## config.mk

```make
export PLATFORM = sky130hd
export DESIGN_NAME = deserializador
export DESIGN_NICKNAME = d
export VERILOG_FILES = /design/src/rtl/deserializador_pkg.sv /design/src/rtl/deserializador_buffer_salida.sv /design/src/rtl/deserializador.sv
export SDC_FILE = /design/constraint.sdc
export NUM_CORES = 1
export LEC_CHECK = 0
export ABC_CLOCK_PERIOD_IN_PS = 2100
export CORE_MARGIN = 8
export CORE_UTILIZATION = 50
export DETAILED_ROUTE_END_ITERATION = 6
export DONT_BUFFER_PORTS = 1
export GPL_TIMING_DRIVEN = 0
export PLACE_DENSITY = 0.73
export SYNTH_ARGS = -nofsm -noshare
export SYNTH_HDL_FRONTEND = slang
export SYNTH_SLANG_ARGS = --single-unit
```

## constraint.sdc

```tcl
create_clock -name CLK -period 2.1 [get_ports CLK]
set_input_delay 0.42 -clock CLK [delete_from_list [all_inputs] [get_ports CLK]]
set_output_delay 0.42 -clock CLK [all_outputs]
set_load 0.01 [all_outputs]
```

## src/rtl/deserializador_pkg.sv

```systemverilog
// Shared definitions for the registro / deserializador pair: FSM states and bit-order codes.
package deserializador_pkg;

    typedef enum logic {
        DES_IDLE  = 1'b0,
        DES_SHIFT = 1'b1
    } des_state_t;

    localparam logic DIR_LEFT  = 1'b0;
    localparam logic DIR_RIGHT = 1'b1;

endpackage

```

## src/rtl/deserializador_buffer_salida.sv

```systemverilog
// Single-entry output register with VALID/READY handshake and sticky overflow on dropped frames.
module buffer_salida #(
    parameter int WIDTH = 32
) (
    input  logic             clk,
    input  logic             reset,
    input  logic             load,
    input  logic [WIDTH-1:0] data,
    input  logic             ready,
    output logic [WIDTH-1:0] q,
    output logic             valid,
    output logic             overflow
);

    logic free;

    // The slot counts as free when the pending word is being taken on this same edge.
    assign free = !valid || ready;

    always_ff @(posedge clk) begin
        if (reset) begin
            q        <= '0;
            valid    <= 1'b0;
            overflow <= 1'b0;
        end else if (load && free) begin
            q     <= data;
            valid <= 1'b1;
        end else if (load) begin
            overflow <= 1'b1;
        end else if (valid && ready) begin
            valid <= 1'b0;
        end
    end

endmodule

```

## src/rtl/deserializador.sv

```systemverilog
// Serial-to-parallel receiver for the registro S_OUT stream; assembles WIDTH-bit words.
module deserializador
    import deserializador_pkg::*;
#(
    parameter int WIDTH = 32
) (
    input  logic             CLK,
    input  logic             RESET,
    input  logic             ENB,
    input  logic             S_IN,
    input  logic             DIR,
    input  logic             START,
    input  logic             READY,
    output logic [WIDTH-1:0] Q,
    output logic             VALID,
    output logic             BUSY,
    output logic             OVERFLOW
);

    localparam int CW = $clog2(WIDTH);

    des_state_t       state, next_state;
    logic [CW-1:0]    cnt;
    logic [WIDTH-1:0] acc, acc_next;
    logic             dir_q, dir_eff, sample, start_edge, done;

    always_ff @(posedge CLK) begin
        if (RESET) state <= DES_IDLE;
        else       state <= next_state;
    end

    always_comb begin
        next_state = state;
        sample     = 1'b0;
        start_edge = 1'b0;
        done       = 1'b0;
        dir_eff    = dir_q;
        case (state)
            DES_IDLE: begin
                // The START edge already takes bit 1, so it must use the live DIR.
                dir_eff = DIR;
                if (START && ENB) begin
                    sample     = 1'b1;
                    start_edge = 1'b1;
                    next_state = DES_SHIFT;
                end
            end
            DES_SHIFT: begin
                if (ENB) begin
                    sample = 1'b1;
                    if (cnt == CW'(WIDTH - 1)) begin
                        done       = 1'b1;
                        next_state = DES_IDLE;
                    end
                end
            end
            default: next_state = DES_IDLE;
        endcase
        acc_next = (dir_eff == DIR_LEFT) ? {acc[WIDTH-2:0], S_IN} : {S_IN, acc[WIDTH-1:1]};
    end

    always_ff @(posedge CLK) begin
        if (RESET) begin
            cnt   <= '0;
            acc   <= '0;
            dir_q <= DIR_LEFT;
        end else begin
            // Counter restarts at START and lands on 1 because that edge consumed bit 1.
            if (start_edge) begin
                cnt   <= CW'(1);
                dir_q <= DIR;
            end else if (sample) begin
                cnt <= cnt + CW'(1);
            end
            if (sample) acc <= acc_next;
        end
    end

    assign BUSY = (state == DES_SHIFT);

    buffer_salida #(.WIDTH(WIDTH)) u_buffer_salida (
        .clk      (CLK),
        .reset    (RESET),
        .load     (done),
        .data     (acc_next),
        .ready    (READY),
        .q        (Q),
        .valid    (VALID),
        .overflow (OVERFLOW)
    );

endmodule

```

-- Word level (Yosys, flattened, before mapping)
Index checks and enable logic that the tools add are counted.
- register bits: 73
- add/subtract/negate cells: 1
- reductions and logical operators: 10
- bitwise operators: 2
- multiplexer cells: 17
- equality and inequality tests: 2
- operator list (kind ; count):
    $mux W32 ; 1
    $mux W1 ; 14
    $add A5 B1 Y5 const B ; 1
    $eq A5 B5 Y1 const B ; 1
    $pmux W1 S2 ; 2
    $reduce_and A2 Y1 ; 2
    $reduce_bool A2 Y1 ; 2
    $logic_and A1 B1 Y1 ; 3
    $ne A2 B2 Y1 const B ; 1
    $not A1 Y1 ; 2
    $reduce_or A2 Y1 ; 1
    $logic_not A1 Y1 ; 1
    $logic_or A1 B1 Y1 ; 1

-- Depth between registers and ports, before layout
Gate-level depths: netlist (run 1).
- depth after elaboration: 7
- depth in mapped cells: 9

-- Cells and area by module
A second synthesis (run 1) with hierarchy kept.
- cell total of the unflattened synthesis: 359
- area, all modules: 3454.6 µm²
- modules (own cells, without submodules) (module ; area each (µm²) ; seq. area each (µm²) ; cells each ; instances):
    deserializador ; 1915.6 ; 780.7 ; 212 ; 1
    buffer_salida ; 1539.0 ; 680.7 ; 147 ; 1

-- Least setup slack after synthesis (run 1)
OpenSTA, ideal clock, no wires.
- path type: reg2reg
- from: register cnt[0]
- to: register u_buffer_salida.q[30]
- path buffers: 3
- required time: 2021 ps
- arrival: 1705 ps
- period minus slack after synthesis: 1784 ps
- path slack: 316 ps
- cell stages (with the launch flop): 10
- cell sequence: dfxtp_1 > ha_1 > and3_1 > ha_1 > and3_1 > buf_6 > and2_4 > buf_6 > buf_6 > a211oi_2
- longest elaborated chain between the ends: 5
- ends and longest elaborated chain (element ; RTL line ; source):
    start, declared ; deserializador.sv:23 ; logic [CW-1:0] cnt;
    start signal, assigned ; deserializador.sv:73 ; cnt <= cnt + CW'(1);
    $eq A5 B5 Y1 ; deserializador.sv:51 ; if (cnt == CW'(WIDTH - 1)) begin
    $mux W1 ; deserializador.sv:51 ;
    $mux W1 ; deserializador.sv:49 ; if (ENB) begin
    $mux W1 ; deserializador.sv:38 ; case (state)
    $logic_and A1 B1 Y1 ; deserializador_buffer_salida.sv:25 ; end else if (load && free) begin
    end signal, assigned ; deserializador_buffer_salida.sv:26 ; q <= data;
    end, declared ; deserializador_buffer_salida.sv:10 ; output logic [WIDTH-1:0] q,
Every way passes these cells.
A chain may end at the register's enable or synchronous reset.

-- Worst setup path after layout (run 1)
- from: register cnt[0]
- to: register u_buffer_salida.q[14]
The elaborated chain is that of the path after synthesis.

==> results of run 1 <==
==> logic make-up (layout without fill, tap and decap cells) <==
group / after synthesis / count (layout)
mux: 34 / 34
simple gates: 52 / 52
flops: 73 / 73
compound gates: 107 / 107
buf+inv: 34 / 49
fa+ha+maj: 2 / 2
==> critical path: cells and delay by family, from the launching register on <==
family                     cells  cell delay (ns)
AOI/OAI and AO/OA              1             0.22
adders and majority gates      2             0.42
buffers and inverters          3             0.39
DFF                            1             0.34
and+or+nand+nor                3             0.48
==> layout make-up <==
cell class / count / share of cell area
Buffer: 32 / 0.0635
Clock buffer: 13 / 0.0507
Clock inverter: 2 / 0.00376
Inverter: 2 / 0.00225
Multi-Input combinational cell: 195 / 0.413
Sequential cell: 73 / 0.439
Tap cell: 75 / 0.0282
==> synthesized netlist by cell type (2+ instances only) <==
cell type | number | area, sq um
sky130_fd_sc_hd__a211oi_2 | 12 | 150
sky130_fd_sc_hd__mux2i_1 | 33 | 330
sky130_fd_sc_hd__buf_6 | 9 | 101
sky130_fd_sc_hd__nand3_1 | 2 | 10.0
sky130_fd_sc_hd__dfxtp_1 | 73 | 1460
sky130_fd_sc_hd__buf_4 | 4 | 30.0
sky130_fd_sc_hd__ha_1 | 2 | 25.0
sky130_fd_sc_hd__nor2_1 | 37 | 139
sky130_fd_sc_hd__buf_2 | 7 | 35.0
sky130_fd_sc_hd__a32oi_1 | 2 | 17.5
sky130_fd_sc_hd__a21oi_1 | 35 | 175
sky130_fd_sc_hd__clkbuf_1 | 12 | 45.0
sky130_fd_sc_hd__a211oi_1 | 52 | 390
sky130_fd_sc_hd__inv_1 | 2 | 7.51
sky130_fd_sc_hd__a31oi_1 | 2 | 12.5
sky130_fd_sc_hd__and3_1 | 2 | 12.5
sky130_fd_sc_hd__nand2_1 | 5 | 18.8
sky130_fd_sc_hd__o21ai_0 | 2 | 10.0
==> report_power, final <==
group	internal [W]	switching [W]
clock network	0.000518	0.000504
registers	0.00144	0.0000413
logic	0.000108	0.000158
==> state kept, by name, summed over array words and instances (netlist names) <==
register and count:
u_buffer_salida.overflow 1, dir_q 1, BUSY 1, cnt 5, u_buffer_salida.q 32, acc 32, u_buffer_salida.valid 1
==> final timing paths <==
kind         slack, ns                 from                                 end  cells past startpoint
max reg2reg       0.16  cnt[0]$_SDFFE_PP0P_  u_buffer_salida.q[14]$_SDFFE_PP0P_                      9
min               0.22                  DIR                  dir_q$_SDFFE_PP0P_                      2
min reg2reg       0.49  cnt[2]$_SDFFE_PP0P_                 cnt[2]$_SDFFE_PP0P_                      2
max               0.16  cnt[0]$_SDFFE_PP0P_  u_buffer_salida.q[14]$_SDFFE_PP0P_                      9
==> metal layers <==
metal	track usage	routed length [microns]
met5	0	0
met4	0.0687	111
met3	0.0520	437
met2	0.229	2860
met1	0.205	3150
==> through the flow <==
step	power (W)	instance area [sq um]	std cells
floorplan	0.00172	3050	302
finish	0.00276	3330	392
global placement	0.00177	3150	377
CTS	0.00277	3330	392
detailed placement	0.00177	3150	377
global route	0.00288	3330	392
==> placed cells by master, fill, tap and decap left out, types with 5 or more instances in the layout <==
master and instances:
sky130_fd_sc_hd__a21oi_1 35, sky130_fd_sc_hd__nor2_1 37, sky130_fd_sc_hd__clkbuf_1 13, sky130_fd_sc_hd__buf_6 9, sky130_fd_sc_hd__mux2i_1 33, sky130_fd_sc_hd__nand2_1 5, sky130_fd_sc_hd__buf_2 7, sky130_fd_sc_hd__a211oi_2 12
sky130_fd_sc_hd__a211oi_1 52, sky130_fd_sc_hd__clkbuf_8 12, sky130_fd_sc_hd__dfxtp_1 73
==> results_dict.tcl, run 1 <==
set metrics [dict create \
    setup_violations 0 \
    core_area_sq_mm 0.00592 \
    pin_count_of_the_biggest_net_entering_global_routing 12 \
    crit_path_end_kind "flop" \
    path_cells "ha_1 -> and3_1 -> ha_1 -> and3_1 -> buf_6 -> and2_4 -> buf_6 -> buf_6 -> a211oi_1" \
    areaGrowthSynthToFinish_pct 9.01 \
    tns_ns 0 \
    critPathMaxFanout 10 \
    cts_repair_resize_count 0 \
    dominant_combinational_cell_family_by_area_after_synthesis "compound AO/OA/AOI/OAI gates" \
    startpoint_type "flop" \
    worst_pin_slew_ns 0.636 \
    diodes 0 \
    syn-mean-instance-area_sq_um 10.1 \
    gr_ovfl_total 0 \
    utilization 0.562 \
    layout.area.seq_sq_mm 0.00146 \
    cts_htree_levels 3 \
    timing.setup.critical_path_class "flop to flop" \
    remaining_drc_errors 0 \
    worst_path_largest_cell_delay_ns 0.34 \
    setup_repair_after_global_routing_missed_its_margin "false" \
    post_synth_xor_area_fraction 0 \
    worst-endpoint-arrival_ns 2.20 \
    final_hold_viol_count 0 \
    synth_nets 311 \
    die-area_sq_mm 0.00887 \
    boundaryPins 42 \
    final_antenna_net_count 0 \
    multi_input_logic_area_sq_mm 0.00137 \
    synth_compound_gate_area_share 0.253 \
    final_nets 322 \
    drive_above_1_share 0.151 \
    critPathMostFrequentCell "sky130_fd_sc_hd__buf_6" \
    die_x_microns 94.2 \
    cts_tree "yes" \
    floorplan.initialDensity 0.516 \
    run_status "finished clean" \
    cts_buffers 9 \
    synth.cell_area_sq_mm 0.00305 \
    track_usage 0.157 \
    place.detailed.hpwl_microns 4590 \
    register_area_share_after_synthesis 0.478 \
    drt_wl_total_microns 6560 \
    crit_required_ns 2.35 \
    ys_flop_type "sky130_fd_sc_hd__dfxtp_1" \
    cts-root-buf "sky130_fd_sc_hd__clkbuf_8" \
    rows 28 \
    maxCapViolations 0 \
    final.period_utilization 0.926 \
    grt_first_pass_wirelength_microns 11200 \
    routedWlPerCell_microns 16.7 \
    synth-seq-cells 73 \
    num-fill-cells 517 \
    place_ws_ns 0.165 \
    clock_tree.buffer_depth 2 \
    synth.distinct_cells 27 \
    postLayoutSetupSlackWorst_ns 0.155 \
    report.final.slew_viol_count 0 \
    post_synthesis_mux_area_share 0.116 \
    worst_path_clk_slew_ns 0.07 \
    first_global_vias 2265 \
    drt-pass1-iter-count 4 \
    cts.repair_timing.setup_buffer_count 0 \
    vdd.ir_drop.worst_uv 513 \
    fin_worst_hold_slack_ns 0.221 \
    height_of_the_die_microns 94.2 \
    async_reset_ff_frac 0 \
    grt_antenna_before_repair 0 \
    dr.first_iter.drc_count 81 \
    synth.yosys.warnings 0 \
    detail_route.vias_per_cell 5.67 \
    netlist_instances 302 \
    timing.clock.skew_ns 0.00799 \
    cts_sinks 73 \
    adder_cell_share_of_the_synthesized_area 0.00819 \
    power_density_mw_per_mm2 830 \
    io_buffer_count 0 \
    clk-insertion-delay-late_ns 0.34 \
    routed_via_count 2223 \
    worst_hold_path_type "input pin to flop" \
    fin_crit_ns 1.94 \
    achievable-frequency_mhz 514 \
    ctsHoldBuffers 0 \
    worst_path_max_delay_cell "sky130_fd_sc_hd__dfxtp_1" \
    globalplace.congestion 0.775 \
    power.static_leakage_nw 1.22 \
    yosys.area_share.simple 0.0733 \
    synth-edff-count 0 \
    relSlewSlack 0.576 \
]
(Power assumes the default switching activity.)
==> run 2, diff against run 1 <==
Settings changed: CTS_CLUSTER_SIZE set to 12.
==> results of run 2 <==
Final layout, timing and power as in run 1 (identical DEF).
==> run 3, diff against run 2 <==
Settings changed: CORE_UTILIZATION 50 to 60, CTS_CLUSTER_DIAMETER set to 200, PLACE_DENSITY 0.73 to 0.84.
==> results_dict.tcl, run 3 (synthesized netlist as in run 1, its figures left out) <==
set metrics [dict create \
    drive_above_1_share 0.157 \
    floorplan.initialDensity 0.610 \
    setup_repair_after_global_routing_missed_its_margin "false" \
    die-area_sq_mm 0.00763 \
    ctsHoldBuffers 0 \
    cts-root-buf "sky130_fd_sc_hd__clkbuf_8" \
    height_of_the_die_microns 87.3 \
    boundaryPins 42 \
    dr.first_iter.drc_count 115 \
    crit_path_end_kind "flop" \
    clk-insertion-delay-late_ns 0.34 \
    grt_first_pass_wirelength_microns 10900 \
    setup_violations 0 \
    power.switching_fraction 0.239 \
    track_usage 0.183 \
    cts_htree_levels 3 \
    place.detailed.hpwl_microns 4420 \
    detail_route.vias_per_cell 5.84 \
    io_buffer_count 0 \
    most-common-layout-cells "73 x sky130_fd_sc_hd__dfxtp_1, 52 x sky130_fd_sc_hd__a211oi_1, 37 x sky130_fd_sc_hd__nor2_1, 35 x sky130_fd_sc_hd__a21oi_1, 33 x sky130_fd_sc_hd__mux2i_1" \
    critPathMaxFanout 10 \
    timing.clock.skew_ns 0.00729 \
    worst_hold_path_type "input pin to flop" \
    post-place-cells 372 \
    drt-pass1-iter-count 4 \
    run_status "finished clean" \
    layout_commonest_cell "sky130_fd_sc_hd__dfxtp_1" \
    num-fill-cells 391 \
    die_x_microns 87.3 \
    worst_path_largest_cell_delay_ns 0.34 \
    areaGrowthSynthToFinish_pct 10.4 \
    crit_required_ns 2.36 \
    report.final.slew_viol_count 0 \
    multi_input_logic_area_sq_mm 0.00137 \
    cts_sinks 73 \
    diodes 0 \
    vdd.ir_drop.worst_uv 557 \
    seq_power_share 0.495 \
    clock_tree.buffer_depth 2 \
    worst_path_clk_slew_ns 0.08 \
    pin_count_of_the_biggest_net_entering_global_routing 13 \
    core_area_sq_mm 0.00501 \
    grt_antenna_before_repair 0 \
    worst-endpoint-arrival_ns 2.16 \
    globalplace.congestion 0.796 \
    timing.setup.critical_path_class "flop to flop" \
    final_hold_viol_count 0 \
    first_global_vias 2224 \
    power.clock.fraction 0.415 \
    power.static_leakage_nw 1.25 \
    achievable-frequency_mhz 525 \
    gr_ovfl_total 0 \
    layout_top_registers "acc: 32 flops, u_buffer_salida.q: 32 flops, cnt: 5 flops" \
    cts.repair_timing.setup_buffer_count 0 \
    cts_tree "yes" \
    drt_wl_total_microns 6600 \
    routedWlPerCell_microns 17.0 \
    rows 26 \
    critPathMostFrequentCell "sky130_fd_sc_hd__buf_6" \
    non_filler_cells_in_the_finished_layout 388 \
    remaining_drc_errors 0 \
    final_antenna_net_count 0 \
    final_nets 322 \
    cts_repair_resize_count 0 \
    maxCapViolations 0 \
    worst_pin_slew_ns 0.628 \
    routed_via_count 2264 \
    worst_path_max_delay_cell "sky130_fd_sc_hd__dfxtp_1" \
    layout.area.seq_sq_mm 0.00146 \
    startpoint_type "flop" \
    sw_power_w 0.000714 \
    power_density_mw_per_mm2 886 \
    tns_ns 0 \
    path_cells "ha_1 -> and3_1 -> ha_1 -> and3_1 -> buf_6 -> and2_4 -> buf_6 -> buf_6 -> a211oi_1" \
    final.period_utilization 0.907 \
    p_comb_frac 0.089 \
    cts_buffers 9 \
    power.internal_w 0.00227 \
    fin_crit_ns 1.90 \
    relSlewSlack 0.582 \
]
[run 3: cell types whose count changed in the layout (fill, tap and decap cells not counted)]
cell	delta
sky130_fd_sc_hd__clkbuf_8	-1
sky130_fd_sc_hd__clkbuf_1	-1
sky130_fd_sc_hd__clkinv_2	+1
sky130_fd_sc_hd__bufinv_16	+2
[run 3: per-layer routing]
metal	global-route usage	share of wire	vias to the layer above	routed length [microns]
met3	0.0566	0.063	12	416
met1	0.231	0.45	1058	2990
met4	0.0953	0.018	0	122
li1	-	-	1140	-
met5	0	0	-	0
met2	0.273	0.46	54	3070
[run 3: critical path, delay by kind of cell (launching register included)]
family	cells	cell delay [ns]
compound gates	1	0.21
buf+inv	3	0.39
simple gates	3	0.47
fa+ha+maj	2	0.41
flops	1	0.34
[run 3: worst paths after layout]
check	start	endpoint	depth (start not counted)	slack, ns
max	cnt[0]$_SDFFE_PP0P_	u_buffer_salida.q[13]$_SDFFE_PP0P_	9	0.20
min	DIR	dir_q$_SDFFE_PP0P_	2	0.27
max reg2reg	cnt[0]$_SDFFE_PP0P_	u_buffer_salida.q[13]$_SDFFE_PP0P_	9	0.20
min reg2reg	cnt[3]$_SDFFE_PP0P_	cnt[3]$_SDFFE_PP0P_	2	0.50
[run 3: cell type report]
class / count / area share
buffer: 32 / 0.0627
inverter: 2 / 0.00223
multi-input combinational: 195 / 0.408
clock buffer: 11 / 0.0449
clock inverter: 5 / 0.0230
sequential: 73 / 0.434
tap: 70 / 0.0260
[run 3: power groups by stage]
stage | combinational, W | clock [W] | sequential [W]
after floorplan | 0.000219 | 0 | 0.00150
after global placement | 0.000256 | 0 | 0.00151
after detailed placement | 0.000262 | 0 | 0.00151
after CTS | 0.000266 | 0.00126 | 0.00148
after global routing | 0.000294 | 0.00132 | 0.00148
final | 0.000267 | 0.00124 | 0.00148
[run 3: per-stage QoR]
stage / setup WS, ns / area [sq um] / hold WS (ns) / total power (W) / utilization
after detailed placement: 0.191 / 3140 / 0.483 / 0.00177 / 0.627
after floorplan: 0.316 / 3050 / 0.460 / 0.00172 / -
final: 0.196 / 3370 / 0.268 / 0.00299 / 0.673
after global placement: 0.227 / 3140 / 0.474 / 0.00176 / 0.627
after global routing: 0.0782 / 3370 / 0.272 / 0.00310 / 0.673
after CTS: 0.179 / 3370 / 0.271 / 0.00300 / 0.673
